**src/rtl/rtgpu_arb_pkg.sv**
```systemverilog
// Shared types and sizing helpers for the round-robin burst arbiter.
package rtgpu_arb_pkg;

  typedef enum logic {
    IDLE = 1'b0,
    BUSY = 1'b1
  } arb_state_e;

  // Index width for a one-hot vector of n ports (never less than one bit)
  function automatic int calc_id_w(input int n);
    return (n > 1) ? $clog2(n) : 1;
  endfunction

endpackage

```
**src/rtl/priority_arbiter.sv**
```systemverilog
// Fixed-priority one-hot arbiter: the lowest-indexed active request wins.
module priority_arbiter #(
  parameter int N = 16
) (
  input  logic [N-1:0] req,
  output logic [N-1:0] grant
);

  always_comb begin
    logic found;
    found = 1'b0;
    grant = '0;
    for (int i = 0; i < N; i++) begin
      grant[i] = req[i] & ~found;
      found    = found | req[i];
    end
  end

endmodule

```
**src/rtl/rr_burst_arbiter.sv**
```systemverilog
// Round-robin arbiter granting one requester a locked burst of len+1 beats
// on a shared downstream port; the priority pointer rotates on burst completion.
module rr_burst_arbiter
  import rtgpu_arb_pkg::*;
#(
  parameter int NUM_PORTS = 16,
  parameter int ADDR_W    = 32,
  parameter int DATA_W    = 32,
  parameter int LEN_W     = 4,
  localparam int ID_W     = calc_id_w(NUM_PORTS)
) (
  input  logic                          clk_i,
  input  logic                          rst_i,
  input  logic [NUM_PORTS-1:0]          req_valid_i,
  output logic [NUM_PORTS-1:0]          req_ready_o,
  input  logic [NUM_PORTS*ADDR_W-1:0]   req_addr_i,
  input  logic [NUM_PORTS-1:0]          req_we_i,
  input  logic [NUM_PORTS*DATA_W-1:0]   req_wdata_i,
  input  logic [NUM_PORTS*LEN_W-1:0]    req_len_i,
  output logic                          mem_valid_o,
  input  logic                          mem_ready_i,
  output logic [ADDR_W-1:0]             mem_addr_o,
  output logic                          mem_we_o,
  output logic [DATA_W-1:0]             mem_wdata_o,
  output logic                          mem_last_o,
  output logic [NUM_PORTS-1:0]          grant_o,
  output logic [ID_W-1:0]               grant_id_o
);

  arb_state_e           state_reg, state_next;
  logic [NUM_PORTS-1:0] grant_reg, grant_next;
  logic [ID_W-1:0]      grant_id_reg, grant_id_next;
  logic [ID_W-1:0]      last_ptr_reg, last_ptr_next;
  logic [LEN_W-1:0]     beat_cnt_reg, beat_cnt_next;

  logic [NUM_PORTS-1:0] mask, masked_grant, plain_grant, winner;
  logic [ID_W-1:0]      winner_id;
  logic [LEN_W-1:0]     winner_len;
  logic                 beat_acc;

  // Ports above the last-served one get first pick this round
  for (genvar gi = 0; gi < NUM_PORTS; gi++) begin : g_mask
    assign mask[gi] = (ID_W'(gi) > last_ptr_reg);
  end

  priority_arbiter #(.N(NUM_PORTS)) u_arb_masked (
    .req   (req_valid_i & mask),
    .grant (masked_grant)
  );

  priority_arbiter #(.N(NUM_PORTS)) u_arb_plain (
    .req   (req_valid_i),
    .grant (plain_grant)
  );

  assign winner = (|masked_grant) ? masked_grant : plain_grant;

  always_comb begin
    winner_id  = '0;
    winner_len = '0;
    for (int i = 0; i < NUM_PORTS; i++) begin
      if (winner[i]) begin
        winner_id  = winner_id | ID_W'(i);
        winner_len = winner_len | req_len_i[i*LEN_W +: LEN_W];
      end
    end
  end

  assign beat_acc = (state_reg == BUSY) & req_valid_i[grant_id_reg] & mem_ready_i;

  always_ff @(posedge clk_i or posedge rst_i) begin
    if (rst_i) begin
      state_reg    <= IDLE;
      grant_reg    <= '0;
      grant_id_reg <= '0;
      beat_cnt_reg <= '0;
      last_ptr_reg <= ID_W'(NUM_PORTS - 1);
    end else begin
      state_reg    <= state_next;
      grant_reg    <= grant_next;
      grant_id_reg <= grant_id_next;
      beat_cnt_reg <= beat_cnt_next;
      last_ptr_reg <= last_ptr_next;
    end
  end

  always_comb begin
    state_next    = state_reg;
    grant_next    = grant_reg;
    grant_id_next = grant_id_reg;
    beat_cnt_next = beat_cnt_reg;
    last_ptr_next = last_ptr_reg;
    case (state_reg)
      IDLE: begin
        if (|req_valid_i) begin
          state_next    = BUSY;
          grant_next    = winner;
          grant_id_next = winner_id;
          beat_cnt_next = winner_len;
        end
      end
      BUSY: begin
        if (beat_acc) begin
          if (beat_cnt_reg == '0) begin
            state_next    = IDLE;
            grant_next    = '0;
            grant_id_next = '0;
            last_ptr_next = grant_id_reg;
          end else begin
            beat_cnt_next = beat_cnt_reg - LEN_W'(1);
          end
        end
      end
      default: state_next = IDLE;
    endcase
  end

  always_comb begin
    mem_valid_o = 1'b0;
    req_ready_o = '0;
    mem_addr_o  = '0;
    mem_we_o    = 1'b0;
    mem_wdata_o = '0;
    mem_last_o  = 1'b0;
    if (state_reg == BUSY) begin
      mem_valid_o = req_valid_i[grant_id_reg];
      req_ready_o = grant_reg & {NUM_PORTS{mem_ready_i}};
      mem_addr_o  = req_addr_i[grant_id_reg*ADDR_W +: ADDR_W];
      mem_we_o    = req_we_i[grant_id_reg];
      mem_wdata_o = req_wdata_i[grant_id_reg*DATA_W +: DATA_W];
      mem_last_o  = (beat_cnt_reg == '0);
    end
  end

  assign grant_o    = grant_reg;
  assign grant_id_o = grant_id_reg;

endmodule

```
**config.mk**
```make
export PLATFORM = sky130hd
export DESIGN_NAME = rr_burst_arbiter
export DESIGN_NICKNAME = d
export VERILOG_FILES = /design/src/rtl/rtgpu_arb_pkg.sv /design/src/rtl/priority_arbiter.sv /design/src/rtl/rr_burst_arbiter.sv
export SDC_FILE = /design/constraint.sdc
export NUM_CORES = 1
export LEC_CHECK = 0
export CORE_AREA = 3 3 478 480
export CTS_CLUSTER_DIAMETER = 80
export DETAILED_ROUTE_END_ITERATION = 16
export DIE_AREA = 0 0 481 483
export GPL_TIMING_DRIVEN = 1
export SLEW_MARGIN = 5
export SYNTH_ARGS = -nofsm -noshare
export SYNTH_HDL_FRONTEND = slang
export SYNTH_SLANG_ARGS = --single-unit
```
**constraint.sdc**
```tcl
create_clock -name clk_i -period 3.6 [get_ports clk_i]
set_input_delay 0.72 -clock clk_i [delete_from_list [all_inputs] [get_ports clk_i]]
set_output_delay 0.72 -clock clk_i [all_outputs]
set_load 0.01 [all_outputs]
```
==> impl_results.md <==
* Crit-path max cell delay at approximately 0.56 ns
* Synth Flop Type: dfrtp_1
* Final GP Congestion at 0.914
* P per Cell Area at between 600 and 700 mW/mm^2
* Buf/Inv on CP at 6
* Commonest non-fill, non-tap cell in the layout: clkdlybuf4s50_1
* Min-delay src: grant_o[3]
* Peak VDD IR at 0.338 mV
* Total CTS buffers at 5
* Final setup TNS at -0.248 ns
* Die Area at between 0.2 and 0.25 mm^2
* Met3 wire length at between 15000 and 20000 um
* First-pass GRT wire length at between 200000 and 250000 um
* Drt pass-1 iters at 5
* Worst-path fanout max at 7
* Commonest non-fill, non-tap cells in the layout: 1145 x clkdlybuf4s50_1, 329 x mux4_2, 196 x buf_4
* Initial Util at under 10%
* CORE AREA at 0.225 mm^2
* Worst R2R Setup Slack at 0.41 ns
* FMAX at 273 MHz
* Synth warn at 0
* Area Growth Syn to Fin at 170%
* # DRC at 0
* Hold-fix buffers, CTS at 0
* Failing checks: setup timing
* Static leakage at 0.00991 uW
* Final-report max-slew violation count at 0
* Vias in the first global route at between 15000 and 20000
* HP Class: reg -> reg
* Async SR Flop Fraction at between 90% and 100%
* Max-Cap Viols at 0
* Drt total wl at roughly 190000 um
* # setup viols final at 9
* CTS root buffer: clkbuf_16
* # nets final at between 3000 and 4000
* Largest register FFs at 16
* Mean routed wirelength per cell at about 36 um
* Startpoint types: flop
* Via density at 3.13
* Reg2reg start: last_ptr_reg[2]
* Chip height at slightly below 500 um
* Worst Setup End Kind: primary output
* Critical Path RT at around 2.9 ns
* Fin crit share at 102%
* Final non-filler cell total at approximately 5300
* DR top layer: met5
* I/O pin total at about 1200
* CP Data Arrival Time at just under 3 ns
* Initial antenna violation count at around 200
* Flops & latches, synth at 29
* CP delay by family, top: multiplexers
* Sink of the worst hold path: grant_o[3]
* Crit-path cells: buf_6 > buf_12 > buf_16 > buf_12 > buf_12 > mux4_2 > mux4_2 > and2_1 > buf_2
* Port Buf Inserts at 1225
* Netlist cell types at slightly above 70
* Cell mode on critical path: buf_12
* Largest net degree at the start of global routing at 39
* Post-synthesis cell count at just under 900
* Slew Limit Headroom at a little under two fifths
* Synth Cell Area at roughly 0.011 mm^2
* Syn Area/Cell at around 13 um^2
* Die Wd at 481 um
* Row count at around 170
* Layout cells sized above 1 at 31.8%
* Placed cells at a little over 5000
* Post-layout util at between 10% and 20%
* Worst-case reg-to-reg path depth at 11
* Sequential area share after synthesis at about 6.6%
* Overflow after GRT at 0
* Worst hold path cell count at 2
* Max clock buf depth at 2
* CTS clk-pin slew, worst paths at 0.05 ns
* Met1 WL at ~69000 um
* CTS tree: yes
* Worst slew pin tran at between 0.9 and 1 ns
* RSZ-0062 raised after global routing: yes
* Remaining antenna violation count at 0
* GRT Overall Usage at between 10% and 20%
* Fin crit period at 3.67 ns
* Max stage delay cell, worst path: mux4_2
* Final worst slack at -0.0656 ns
* H-tree lvl count at 2
* Setup Skew at ~0.0041 ns
* Sink Count at 29
* DR WL met2 at ~98000 um
* Vias at 16500
* Dpl hpwl at 172000 um
* Initial DRC Count at around 1300
* Clock Latency Late Sink at between 0.2 and 0.3 ns
* Final hold vios at 0
* WS Path Type: reg -> out
* Run status: finished with violations
* Post-synth net total at ~2000
* Capturing point of the worst reg2reg path: beat_cnt_reg[2]
* Post-synth EDFFs at 0
cell type report:
cell class / instances / area [um^2]
Tap cell: 2992 / 3740
Timing Repair Buffer: 1475 / 15100
Clock inverter: 1 / 5.00
Multi-Input combinational cell: 708 / 9900
Fill cell: 25500 / 195000
Sequential cell: 29 / 749
Clock buffer: 7 / 153
Antenna cell: 56 / 140
Inverter: 15 / 56.3
routing by layer:
layer | vias to the layer above | global-route usage [%]
met5 | - | 0
met4 | 84 | 1.91
met3 | 327 | 5.35
met2 | 1162 | 29.2
met1 | 8308 | 17.0
li1 | 6658 | -
worst register-to-register path: stages, from the launching register on:
cell and delay (ns):
dfstp_2 0.71, buf_4 0.24, nor4bb_1 0.34, a211oi_1 0.10, buf_4 0.15, nor4_1 0.46
and2_1 0.25, a41o_1 0.27, a22o_1 0.24, nor3_2 0.08, buf_4 0.13, a21oi_1 0.13
cells in the mapped netlist (7+ instances only):
library cell	count	area (um^2)
and2_1	70	438
nand2_1	32	120
a22oi_1	7	52.6
a31oi_1	7	43.8
a221oi_1	8	70.1
clkbuf_1	84	315
nor3_1	10	50.1
buf_2	9	45.0
a32oi_1	9	78.8
dfrtp_1	25	626
nor4_1	7	43.8
mux4_2	329	7410
nand4_1	7	43.8
nor2_1	26	97.6
a21oi_1	19	95.1
inv_1	15	56.3
buf_1	21	78.8
o21ai_0	23	115
and3_1	23	144
nand3_1	32	160
worst max path at each step:
stage / startpoint / slack [ns] / cells past startpoint / endpoint
floorplan: grant_id_o[0] / 0.15 / 7 / mem_addr_o[10]
global placement: req_valid_i[9] / -0.41 / 10 / beat_cnt_reg[2]
detailed placement: req_valid_i[9] / -0.36 / 10 / beat_cnt_reg[2]
CTS: grant_id_o[0] / -0.17 / 7 / mem_wdata_o[17]
global route: grant_id_o[0] / -0.09 / 9 / mem_addr_o[13]
finish: grant_id_o[0] / -0.07 / 9 / mem_addr_o[13]
cells by family (layout without fill, tap and decap cells):
logic type      count (synthesis)  in the layout  share of synthesized area, %
compound gates                122            122                          8.13
xor+xnor                        1              1                        0.0792
fa+ha+maj                       2              2                         0.204
buf+inv                       130           1498                          4.58
flops                          29             29                          6.61
mux                           336            336                          67.7
other cells                     0             56                             0
simple gates                  247            247                          12.7
metrics by stage:
stage	worst slack (ns)	area, um^2	hold slack [ns]	total power, uW
floorplan	0.154	11100	0.549	7450
global placement	-0.414	28500	0.541	17600
detailed placement	-0.359	28500	0.536	17600
CTS	-0.175	29400	0.553	19100
global route	-0.0906	29700	0.578	19700
finish	-0.0656	29800	0.545	18700
power by group:
| group | leakage [uW] | switching [uW] | internal, uW |
|---|---|---|---|
| clock | 0.0000803 | 174 | 293 |
| sequential | 0.000368 | 326 | 458 |
| combinational | 0.00946 | 8420 | 8980 |
| total | 0.00991 | 8920 | 9740 |
timing repair:
item | 4_1_cts | 5_1_grt
endpoints found under the setup margin | 62 | 50
endpoints found under the hold margin | 0 | 0
pin swaps | 3 | 3
buffers inserted | 33 | 24
gates resized for setup | 171 | 53
cloned | 6 | 1
No activity file was read; power rests on OpenSTA's default activity.
